--- config.mk ---
export PLATFORM = sky130hd
export DESIGN_NAME = ps2_cursor_ctrl_flat
export DESIGN_NICKNAME = d
export VERILOG_FILES = /design/src/rtl/ps2_keys_pkg.sv /design/src/rtl/ps2_cursor_ctrl_if.sv /design/src/rtl/ps2_key_decoder.sv /design/src/rtl/ps2_cursor_ctrl.sv /design/src/flat_wrapper.sv
export SDC_FILE = /design/constraint.sdc
export NUM_CORES = 1
export LEC_CHECK = 0
export ABC_AREA = 1
export BUFFER_PORTS_ARGS = -buffer_cell sky130_fd_sc_hd__buf_4
export CAP_MARGIN = 15
export CORE_ASPECT_RATIO = 1.4
export CORE_MARGIN = 3
export CORE_UTILIZATION = 60
export DETAILED_ROUTE_END_ITERATION = 6
export PLACE_DENSITY = 0.82
export REMOVE_ABC_BUFFERS = 1
export SLEW_MARGIN = 20
export SYNTH_ARGS = -nofsm -noshare
export SYNTH_HDL_FRONTEND = slang
export SYNTH_HIERARCHICAL = 1
export SYNTH_SLANG_ARGS = --single-unit
--- constraint.sdc ---
create_clock -name clk -period 2.7 [get_ports clk]
set_input_delay 0.54 -clock clk [delete_from_list [all_inputs] [get_ports clk]]
set_output_delay 0.54 -clock clk [all_outputs]
set_load 0.02 [all_outputs]
--- src/rtl/ps2_keys_pkg.sv ---
// Shared PS/2 scan-code constants, decoder state encoding and cursor step helper
// for the keyboard-driven overlay cursor.
package ps2_keys_pkg;

   localparam logic [7:0] SC_EXT = 8'hE0;
   localparam logic [7:0] SC_BRK = 8'hF0;
   localparam logic [7:0] SC_W   = 8'h1D;
   localparam logic [7:0] SC_S   = 8'h1B;
   localparam logic [7:0] SC_A   = 8'h1C;
   localparam logic [7:0] SC_D   = 8'h23;
   localparam logic [7:0] SC_ESC = 8'h76;
   localparam logic [7:0] SC_UP  = 8'h75;
   localparam logic [7:0] SC_DN  = 8'h72;
   localparam logic [7:0] SC_LT  = 8'h6B;
   localparam logic [7:0] SC_RT  = 8'h74;

   localparam int COORD_W = 10;

   // keys_held bit positions: {up, down, left, right}
   localparam int KEY_UP = 3;
   localparam int KEY_DN = 2;
   localparam int KEY_LT = 1;
   localparam int KEY_RT = 0;

   typedef enum logic [1:0] {
      ST_IDLE    = 2'd0,
      ST_BRK     = 2'd1,
      ST_EXT     = 2'd2,
      ST_EXT_BRK = 2'd3
   } dec_state_t;

   function automatic logic [3:0] key_mask(input logic [7:0] code, input logic ext);
      logic [3:0] m;
      m = 4'b0000;
      if (!ext) begin
         case (code)
            SC_W:    m[KEY_UP] = 1'b1;
            SC_S:    m[KEY_DN] = 1'b1;
            SC_A:    m[KEY_LT] = 1'b1;
            SC_D:    m[KEY_RT] = 1'b1;
            default: m = 4'b0000;
         endcase
      end else begin
         case (code)
            SC_UP:   m[KEY_UP] = 1'b1;
            SC_DN:   m[KEY_DN] = 1'b1;
            SC_LT:   m[KEY_LT] = 1'b1;
            SC_RT:   m[KEY_RT] = 1'b1;
            default: m = 4'b0000;
         endcase
      end
      return m;
   endfunction

   // One axis step; opposing keys cancel. The sum is 11 bits so the clamp never sees a wrap.
   function automatic logic [COORD_W-1:0] step_coord(input logic [COORD_W-1:0] c,
                                                     input logic dec,
                                                     input logic inc,
                                                     input logic [COORD_W-1:0] max_c,
                                                     input logic [3:0] step);
      logic [COORD_W:0]   sum;
      logic [COORD_W-1:0] step_ext;
      step_ext = {{(COORD_W-4){1'b0}}, step};
      sum      = {1'b0, c} + {1'b0, step_ext};
      if (dec && !inc)
         return (c < step_ext) ? '0 : c - step_ext;
      else if (inc && !dec)
         return (sum > {1'b0, max_c}) ? max_c : sum[COORD_W-1:0];
      return c;
   endfunction

endpackage

--- src/rtl/ps2_cursor_ctrl_if.sv ---
// Bus between the PS/2 receiver / video timing side and the cursor controller.
interface ps2_cursor_ctrl_if;
   import ps2_keys_pkg::*;

   // rx_done_tick is a valid-only pulse: rx_data is valid on that cycle and the
   // controller always accepts it (no ready). frame_tick is a level; only its rising edge counts.
   logic               rx_done_tick;
   logic [7:0]         rx_data;
   logic               frame_tick;
   logic [COORD_W-1:0] x_coord;
   logic [COORD_W-1:0] y_coord;
   logic [3:0]         keys_held;
   logic               moving;
   dec_state_t         dec_state;

   modport master (
      output rx_done_tick, rx_data, frame_tick,
      input  x_coord, y_coord, keys_held, moving, dec_state
   );

   modport slave (
      input  rx_done_tick, rx_data, frame_tick,
      output x_coord, y_coord, keys_held, moving, dec_state
   );
endinterface

--- src/rtl/ps2_key_decoder.sv ---
// Scan-code packet FSM: tracks held direction keys and a sticky recenter request.
module ps2_key_decoder
   import ps2_keys_pkg::*;
(
   input  logic       clk,
   input  logic       reset,
   input  logic       rx_done_tick,
   input  logic [7:0] rx_data,
   input  logic       recenter_clr,
   output logic [3:0] keys_held,
   output logic       recenter_req,
   output dec_state_t state
);

   always_ff @(posedge clk or negedge reset) begin
      if (!reset) begin
         state        <= ST_IDLE;
         keys_held    <= 4'b0000;
         recenter_req <= 1'b0;
      end else begin
         if (recenter_clr)
            recenter_req <= 1'b0;
         // A new Esc make later in this block overrides the clear, so it survives to the next frame.
         if (rx_done_tick) begin
            case (state)
               ST_IDLE: begin
                  if (rx_data == SC_EXT)
                     state <= ST_EXT;
                  else if (rx_data == SC_BRK)
                     state <= ST_BRK;
                  else begin
                     keys_held <= keys_held | key_mask(rx_data, 1'b0);
                     if (rx_data == SC_ESC)
                        recenter_req <= 1'b1;
                  end
               end
               ST_BRK: begin
                  keys_held <= keys_held & ~key_mask(rx_data, 1'b0);
                  state     <= ST_IDLE;
               end
               ST_EXT: begin
                  if (rx_data == SC_BRK)
                     state <= ST_EXT_BRK;
                  else begin
                     keys_held <= keys_held | key_mask(rx_data, 1'b1);
                     state     <= ST_IDLE;
                  end
               end
               ST_EXT_BRK: begin
                  keys_held <= keys_held & ~key_mask(rx_data, 1'b1);
                  state     <= ST_IDLE;
               end
               default: state <= ST_IDLE;
            endcase
         end
      end
   end

endmodule

--- src/rtl/ps2_cursor_ctrl.sv ---
// Keyboard-driven overlay cursor: decodes direction keys and steps a clamped
// sprite position once per video frame.
module ps2_cursor_ctrl
   import ps2_keys_pkg::*;
#(
   parameter int X_MAX  = 589,
   parameter int Y_MAX  = 429,
   parameter int X_INIT = 0,
   parameter int Y_INIT = 0,
   parameter int STEP   = 4
) (
   input logic               clk,
   input logic               reset,
   ps2_cursor_ctrl_if.slave  bus
);

   localparam logic [COORD_W-1:0] X_MAX_C  = X_MAX[COORD_W-1:0];
   localparam logic [COORD_W-1:0] Y_MAX_C  = Y_MAX[COORD_W-1:0];
   localparam logic [COORD_W-1:0] X_INIT_C = X_INIT[COORD_W-1:0];
   localparam logic [COORD_W-1:0] Y_INIT_C = Y_INIT[COORD_W-1:0];
   localparam logic [3:0]         STEP_C   = STEP[3:0];

   logic               frame_q;
   logic               frame_edge;
   logic               recenter_req;
   logic [3:0]         keys;
   logic [COORD_W-1:0] x_q, y_q;
   logic [COORD_W-1:0] next_x, next_y;
   logic               moving_q;

   ps2_key_decoder u_dec (
      .clk          (clk),
      .reset        (reset),
      .rx_done_tick (bus.rx_done_tick),
      .rx_data      (bus.rx_data),
      .recenter_clr (frame_edge),
      .keys_held    (keys),
      .recenter_req (recenter_req),
      .state        (bus.dec_state)
   );

   assign frame_edge = bus.frame_tick & ~frame_q;

   // Uses flags as registered before this edge; a byte landing now only affects the next frame.
   assign next_x = step_coord(x_q, keys[KEY_LT], keys[KEY_RT], X_MAX_C, STEP_C);
   assign next_y = step_coord(y_q, keys[KEY_UP], keys[KEY_DN], Y_MAX_C, STEP_C);

   always_ff @(posedge clk or negedge reset) begin
      if (!reset) begin
         frame_q  <= 1'b0;
         x_q      <= X_INIT_C;
         y_q      <= Y_INIT_C;
         moving_q <= 1'b0;
      end else begin
         frame_q <= bus.frame_tick;
         if (frame_edge) begin
            if (recenter_req) begin
               x_q      <= X_INIT_C;
               y_q      <= Y_INIT_C;
               moving_q <= (x_q != X_INIT_C) || (y_q != Y_INIT_C);
            end else begin
               x_q      <= next_x;
               y_q      <= next_y;
               moving_q <= (next_x != x_q) || (next_y != y_q);
            end
         end
      end
   end

   assign bus.x_coord   = x_q;
   assign bus.y_coord   = y_q;
   assign bus.keys_held = keys;
   assign bus.moving    = moving_q;

endmodule

--- src/flat_wrapper.sv ---
// flat-port wrapper written by rule: the top's interface ports become plain ports
module ps2_cursor_ctrl_flat import ps2_keys_pkg::*;
#(
   parameter int X_MAX  = 589,
   parameter int Y_MAX  = 429,
   parameter int X_INIT = 0,
   parameter int Y_INIT = 0,
   parameter int STEP   = 4
)
  (clk, reset, bus_rx_done_tick, bus_rx_data, bus_frame_tick, bus_x_coord, bus_y_coord, bus_keys_held, bus_moving, bus_dec_state);
  ps2_cursor_ctrl_if bus_i ();
  input logic clk;
  input logic reset;
  input wire logic [$bits(bus_i.rx_done_tick)-1:0] bus_rx_done_tick;
  input wire logic [$bits(bus_i.rx_data)-1:0] bus_rx_data;
  input wire logic [$bits(bus_i.frame_tick)-1:0] bus_frame_tick;
  output wire logic [$bits(bus_i.x_coord)-1:0] bus_x_coord;
  output wire logic [$bits(bus_i.y_coord)-1:0] bus_y_coord;
  output wire logic [$bits(bus_i.keys_held)-1:0] bus_keys_held;
  output wire logic [$bits(bus_i.moving)-1:0] bus_moving;
  output wire logic [$bits(bus_i.dec_state)-1:0] bus_dec_state;
  assign bus_i.rx_done_tick = bus_rx_done_tick;
  assign bus_i.rx_data = bus_rx_data;
  assign bus_i.frame_tick = bus_frame_tick;
  assign bus_x_coord = bus_i.x_coord;
  assign bus_y_coord = bus_i.y_coord;
  assign bus_keys_held = bus_i.keys_held;
  assign bus_moving = bus_i.moving;
  assign bus_dec_state = bus_i.dec_state;
  ps2_cursor_ctrl #(.X_MAX(X_MAX), .Y_MAX(Y_MAX), .X_INIT(X_INIT), .Y_INIT(Y_INIT), .STEP(STEP)) u_core (.clk(clk), .reset(reset), .bus(bus_i));
endmodule
# Word level (Yosys, flattened, before mapping)
# Cells that the tools add are included.
# word_totals
register_bits,29
in_bits,12
out_inout_bits,27
word_cells,109
# classes
addsub,4
order_cmp,4
eq_ne,20
n_mux,50
n_bitwise,8
n_reduce_logical,16
# op_table
operator,n
10-bit two-way mux,12
4-bit two-way mux,14
8-bit by 7-bit == test with 1-bit output (second input constant),5
8-bit by 5-bit == test with 1-bit output (second input constant),3
10-bit by 3-bit adder with 11-bit output (second input constant),2
10-bit by 3-bit less-than comparator with 1-bit output (second input constant),2
10-bit inequality test,2
10-bit nonzero test,2
10-bit by 3-bit subtractor with 10-bit output (second input constant),2
1-bit two-way mux,19
8-bit == test (second input constant),2
4-bit case mux with 4 select lines,1
11-bit by 10-bit > comparator with 1-bit output (second input constant),1
11-bit by 9-bit > comparator with 1-bit output (second input constant),1
4-bit AND,2
8-bit by 6-bit == test with 1-bit output (second input constant),1
4-bit inverter,2
4-bit OR,2
2-bit two-way mux,3
2-bit inequality test (second input constant),3
2-bit case mux with 3 select lines,1
2-bit == test (second input constant),2
1-bit logical AND,4
1-bit zero test,4
9 further kinds,10

# Depth between registers and ports, before layout
# Gate-level depths: netlist (run 1).
# logic_depth
ltp_word,10
mapped_depth,20
depth_no_buf,20

# Hierarchy
# Netlist (run 1), hierarchy kept.
# by_module_without_submodules
mod,instances,cells_per_inst,area_each_um2,seq_area_each_um2
ps2_cursor_ctrl,1,441,2588.7,550.5
ps2_key_decoder,1,117,725.7,175.2

# Least setup slack after synthesis (run 1)
# OpenSTA, ideal clock, no wires.
# synth_path
path_kind,register to register
startpoint,"register u_core.x_q[2], in the netlist u_core/bus.x_coord[2]"
endpoint,"register u_core.moving_q, in the netlist u_core/bus.moving"
setup_time_ps,121
arrival_time_ps,2164
required_time_ps,2579
path_slack_ps,415
stages_incl_launch_ff,19
n_path_buf,0
synth_period_minus_slack_ps,2285
path_cell_list,dfrtp_1 -> inv_1 -> ha_1 -> inv_1 -> nor2_1 -> nand3_1 -> nand3_1 -> nand2_1 -> nand2_1 -> nand2_2 -> nand2_2 -> nand2_4 -> nand2_1 -> o21ai_1 -> nor2_1 -> nor2_1 -> nand3_1 -> o21bai_1 -> nand2_1
# synth_via
elab_chain_len,9
word_cells_on_any_way,14
cone_classes,2 x add/sub; 2 x order compare; 1 x eq/ne; 6 x mux; 3 x reduce/logical
# synth_lines
item,line,text
from (decl),ps2_cursor_ctrl.sv:27,"logic [COORD_W-1:0] x_q, y_q;"
from (signal assigned),ps2_cursor_ctrl.sv:62,x_q <= next_x;
10-bit by 3-bit adder with 11-bit output,ps2_keys_pkg.sv:64,"sum = {1'b0, c} + {1'b0, step_ext};"
11-bit by 10-bit > comparator with 1-bit output,ps2_keys_pkg.sv:68,"return (sum > {1'b0, max_c}) ? max_c : sum[COORD_W-1:0];"
10-bit two-way mux,ps2_keys_pkg.sv:68,
10-bit two-way mux,ps2_keys_pkg.sv:67,else if (inc && !dec)
10-bit two-way mux,ps2_keys_pkg.sv:65,if (dec && !inc)
10-bit two-way mux,ps2_keys_pkg.sv:69,return c;
10-bit inequality test,ps2_cursor_ctrl.sv:64,moving_q <= (next_x != x_q) || (next_y != y_q);
1-bit logical OR,ps2_cursor_ctrl.sv:64,
1-bit two-way mux (*),ps2_cursor_ctrl.sv:57,if (recenter_req) begin
to (signal assigned),ps2_cursor_ctrl.sv:60,moving_q <= (x_q != X_INIT_C) || (y_q != Y_INIT_C);
to (signal assigned),ps2_cursor_ctrl.sv:64,
to (decl),ps2_cursor_ctrl.sv:29,logic moving_q;
# Every way passes the cells marked *; elsewhere a longest branch is shown, timed or not. The select of a mux whose other input is x is not followed.
# A chain may end at the register's enable or synchronous reset.

# Final worst setup path (run 1)
# Ends and elaborated chain as after synthesis.

==> impl_metrics.toml, run 1 <==
[critical_path]
cp_slowest_stage_delay_ps = 470
cp-startpoint = "u_core/bus.x_coord[2]$_DFFE_PN0P_"
end_kind = "flip-flop"
cp.arrival_ps = 2660
crit_path_start_kind = "flip-flop"
crit_fanout = 10
slowest_stage = "dfrtp_2"
r2r-start = "u_core/bus.x_coord[2]$_DFFE_PN0P_"
ff2ff_setup_slack_ps = 210
crit_required_ps = 2870
r2r_end = "u_core/bus.moving$_DFFE_PN0P_"
crit_type = "flip-flop to flip-flop"
r2r_cells = 18
crit_chain = "inv_1 > ha_1 > inv_1 > nor2_1 > nand3_1 > nand3_1 > nand2_1 > nand2_1 > nand2_2 > nand2_2 > nand2_4 > nand2_1 > o21ai_1 > nor2_1 > nor2_1 > nand3_1 > o21bai_1 > nand2_1"
critical_path.most_common_cell = "nand2_1"

[clock_tree]
clkTransAtPathRegs_ps = 60
cts_root_buffer = "clkbuf_8"
hold_buffers = 0
ctsHtreeMaxLevel = 2
worstSkewPairLatency_ps = 280
cts-buffers-inserted = 5
cts.sinks = 29
clockBufferDepth = 2
cts_tree = "done"

[power]
power.share.clock_pct = 8.8
leakage_nw = 2.05
p_int_mw = 1.82
switching_share_pct = 56.6
power.density_nw_per_um2 = 1110
combPwrFrac_pct = 70.1
switchingPower_mw = 2.37
finalPower_mw = 4.19
ir_worst_vdd_v = 0.000574
seqPwrFrac_pct = 21.1

[run_status]
run_status = "finished clean"

[global_routing]
grt_pass1_wl_mm = 16.2
grt_max_degree = 30
gr-total-overflow = 0
grt_usage_pct = 32.7
antenna_found_initial = 0
grt_pass1_vias = 3650

[synth]
synth_enable_flop_cells = 0
synth_area_um2 = 3310
syn_avg_cell_area_um2 = 5.94
async_reset_ff_share_pct = 100
yosys_warnings = 6
syn_inst = 558
ys_seq_area_share_pct = 21.9
yosys_register_bits = 29
ys.flop_type = "dfrtp_1"
ys_types = 35

[timing]
timing.final.crit_share_pct = 92.1
min_period_ps = 2490
hold_slack_ps = 184
setup-tns-final_ps = 0
fmaxAchievable_mhz = 402
hold_viol = 0
max_slew.worst_pin.slew_ps = 462
finClkSkew_ps = 2.87
slew_headroom_pct = 69.1
rsz0062_at_grt = "false"
setup_viol = 0
drv_slew = 0

[finish]
area_growth_pct = 13.7
instances_no_fill = 663
final_nets = 619
drive_above_1_share_pct = 18.6
antenna_cells = 0

[floorplan]
die_w_um = 68.8
num_rows = 31
ios = 39
core_area_um2 = 5280
die_h_um = 93.9
die-area_um2 = 6460
start_util_pct = 62.8

[placement]
place.gp.congestion = 0.991
numPortBuffers = 38
dp_cells = 656
place_hpwl_mm = 7.66

[worst_hold_path]
hold_class = "input pin to async pin"

[detailed_routing]
first_iter_violations = 286
vias = 3795
postRouteAntennaNets = 0
avgRoutedWirePerCell_um = 15.0
drt_pass1_iterations = 5
drcViolationCount = 0
drt-total-wl_mm = 9.92
avgViaCountPerCell = 5.72

[job]
maxCapViolCount = 0
## critical path, delay by kind of cell (launching register included)
family	cells	cell delay, ps
simple gates	13	1020
compound gates	2	250
buf+inv	2	300
flops	1	470
fa+ha+maj	1	310
## sequential cells by signal, indices dropped and copies added, names as in the netlist
register,count
u_core/u_dec/state,2
u_core/u_dec/keys_held,4
u_core/bus.moving,1
u_core/bus.x_coord,10
u_core/bus.y_coord,10
u_core/u_dec/recenter_req,1
u_core/frame_q,1
## logic make-up (layout without fill, tap and decap cells)
family                     after synthesis  after routing  synth area share (%)
and+or+nand+nor                        344            344                  49.2
buffers and inverters                   98            137                  11.9
adders and majority gates               10             10                  3.78
DFF                                     29             29                  21.9
xor gates and xnor gates                 7              7                  1.85
AOI/OAI and AO/OA                       70             70                  11.4
## Yosys cell counts (8+ instances only)
master | n | area (µm²)
o21ai_0 | 36 | 180
inv_2 | 12 | 45.0
inv_1 | 66 | 248
ha_1 | 10 | 125
nand4_1 | 22 | 138
a21oi_1 | 14 | 70.1
nor2_1 | 56 | 210
nand3_1 | 60 | 300
nor2_2 | 9 | 56.3
clkbuf_1 | 8 | 30.0
nand2_1 | 160 | 601
nand2_2 | 12 | 75.1
dfrtp_1 | 29 | 726
## layer usage
| metal | vias up | track usage, % | wire (µm) | part of all wire [%] |
|---|---|---|---|---|
| met1 | 1708 | 35.4 | 3790 | 38 |
| met3 | 50 | 6.35 | 611 | 6.2 |
| li1 | 1880 | - | - | - |
| met4 | 0 | 19.0 | 480 | 4.8 |
| met5 | - | 0 | 0 | 0 |
| met2 | 157 | 56.9 | 5040 | 51 |
## final cells by class
class | count | area (µm²)
multi-input combinational | 431 | 2200
fill | 492 | 1510
sequential | 29 | 729
timing repair buffer | 49 | 368
inverter | 81 | 304
clock buffer | 7 | 86.3
tap | 66 | 82.6
## worst max path at each step
stage	end	depth (start not counted)	slack (ps)
after floorplan	u_core/bus.moving$_DFFE_PN0P_	18	410
after global placement	u_core/bus.moving$_DFFE_PN0P_	15	180
after detailed placement	u_core/bus.moving$_DFFE_PN0P_	15	150
after CTS	u_core/bus.moving$_DFFE_PN0P_	15	140
after global routing	u_core/bus.moving$_DFFE_PN0P_	18	7
final	u_core/bus.moving$_DFFE_PN0P_	18	210
## power groups by stage
stage	combinational [mW]	sequential, mW	clock [mW]
2_1_floorplan	1.87	0.982	0
3_3_place_gp	2.81	0.876	0
3_5_place_dp	2.85	0.884	0
4_1_cts	2.87	0.875	0.381
5_1_grt	3.27	0.911	0.404
6_report	2.94	0.884	0.368
## metrics by stage
stage          utilization, %  worst slack [ps]  area, µm²
2_1_floorplan               -               412       3230
3_3_place_gp             69.7               183       3680
3_5_place_dp             69.7               146       3680
4_1_cts                  71.3               143       3760
5_1_grt                  71.4              7.18       3770
6_report                 71.4               213       3770
## placed cells by master, fill, tap and decap left out, drive strengths merged, types with 7 or more instances in the layout
master,n
dfrtp,29
o21ai,43
ha,10
nand3,67
nor2,72
a21oi,14
nand4,22
buf,49
nand2,176
clkbuf,7
inv,78
## timing repair
action,4_1_cts,5_1_grt
setup endpoints to repair,0,1
setup buffers,0,0
gates resized for setup,0,4
No activity file was read; power rests on OpenSTA's default activity.
==> inputs of run 2 (changes only) <==
clock period = 2.67 ns   (was 2.7 ns; I/O delays follow)
==> run 2 against run 1 <==
Final area grew 1.2%. Largest power group unchanged. Highest routed layer unchanged. Die area is the same. Clock skew grew 3.3 ps. Largest cell class unchanged.
==> impl_metrics.toml, run 2 (synthesized netlist as in run 1, its figures left out) <==
[detailed_routing]
drcViolationCount = 0
drt-total-wl_mm = 9.58
postRouteAntennaNets = 0
avgRoutedWirePerCell_um = 14.4
first_iter_violations = 305
drt_pass1_iterations = 5
vias = 3795
avgViaCountPerCell = 5.69

[clock_tree]
cts_root_buffer = "clkbuf_8"
clkTransAtPathRegs_ps = 60
clockBufferDepth = 2
ctsHtreeMaxLevel = 2
hold_buffers = 0
cts_tree = "done"
cts.sinks = 29
cts-buffers-inserted = 5
worstSkewPairLatency_ps = 280

[global_routing]
grt_usage_pct = 31.6
grt_pass1_vias = 3534
grt_pass1_wl_mm = 15.7
grt_max_degree = 30
antenna_found_initial = 0
gr-total-overflow = 0

[timing]
slew_headroom_pct = 68.7
timing.final.crit_share_pct = 92.4
rsz0062_at_grt = "false"
max_slew.worst_pin.slew_ps = 464
min_period_ps = 2470
hold_slack_ps = 174
setup_viol = 0
finClkSkew_ps = 6.15
hold_viol = 0
fmaxAchievable_mhz = 405
setup-tns-final_ps = 0
drv_slew = 0

[floorplan]
die_w_um = 68.8
num_rows = 31
die_h_um = 93.9
die-area_um2 = 6460
start_util_pct = 62.8
ios = 39
core_area_um2 = 5280

[placement]
numPortBuffers = 38
place.gp.congestion = 0.971
place_hpwl_mm = 7.40

[critical_path]
crit_required_ps = 2840
cp.arrival_ps = 2640
cp-startpoint = "u_core/bus.y_coord[3]$_DFFE_PN0P_"
crit_fanout = 7
r2r-start = "u_core/bus.y_coord[3]$_DFFE_PN0P_"
crit_path_start_kind = "flip-flop"
crit_type = "flip-flop to flip-flop"
end_kind = "flip-flop"

[run_status]
run_status = "finished clean"

[worst_hold_path]
hold_class = "input pin to async pin"

[finish]
area_growth_pct = 15.0
antenna_cells = 0
final_nets = 623
multi_input_area_um2 = 2210
final_cell_mix = "160 x nand2_1, 65 x inv_1, 60 x nand3_1"
seq_area_um2 = 729
layout_commonest_cell = "nand2_1"
nFillCells = 485
drive_above_1_share_pct = 19.8

[power]
power.density_nw_per_um2 = 1130
ir_worst_vdd_v = 0.000600
leakage_nw = 2.07

[job]
maxCapViolCount = 0
[run 2: changes by cell type in the layout (fill, tap and decap cells not counted), sizes merged]
cell / delta
buf: +4
[run 2: area by class of cell]
type	instances	share of cell area, %
multi-input combinational	431	58.0
inverter	81	7.98
tap	66	2.17
timing repair buffer	53	10.4
sequential	29	19.1
clock buffer	7	2.26
[run 2: repair_timing]
action	4_1_cts	5_1_grt
buffers inserted	0	4
gates resized for setup	0	9
endpoints found under the setup margin	0	1
[run 2: critical path, stage by stage (launching register included)]
cell and delay [ps]:
dfrtp_1 400, buf_4 170, ha_1 220, nand4_1 130, nand4_1 120, nand2_2 180
nand2_2 70, nand2_1 120, nor2_1 60, nor2_2 140, nand2_1 70, nor2_1 100
nand2_1 60, nor2_1 200, nand3_1 120, o21bai_1 140, nand2_1 60
[run 2: path summary, 6_finish.rpt]
path | to | slack [ps] | cells past startpoint
worst max-delay path | u_core/bus.moving$_DFFE_PN0P_ | 200 | 16
max in group asynchronous | u_core/bus.y_coord[4]$_DFFE_PN0P_ | 2180 | 1
worst min register to register | u_core/bus.moving$_DFFE_PN0P_ | 500 | 2
worst max register to register | u_core/bus.moving$_DFFE_PN0P_ | 200 | 16
min in group clk | u_core/frame_q$_DFF_PN0_ | 370 | 1
worst min-delay path | u_core/bus.x_coord[7]$_DFFE_PN0P_ | 170 | 1
[run 2: metal layers]
layer / track usage [%] / part of all wire [%]
met1: 35.8 / 39
met2: 55.8 / 51
met5: 0 / 0
met4: 15.0 / 3.6
met3: 4.67 / 6.3
[run 2: through the flow]
stage	cells	total power [mW]	instance area [µm²]	setup slack [ps]	util, %
finish	667	4.29	3810	202	72.3
global route	667	4.72	3810	6.21	72.3
CTS	663	4.15	3760	136	71.3
detailed placement	656	3.77	3680	142	69.7
global placement	656	3.73	3680	183	69.7
floorplan	541	2.89	3230	382	-
[run 2: power by group]
part / leakage [nW] / total (mW) / switching (mW) / internal, mW
sequential: 0.362 / 0.861 / 0.279 / 0.582
clock: 0.0443 / 0.368 / 0.163 / 0.204
combinational: 1.66 / 3.06 / 1.96 / 1.10
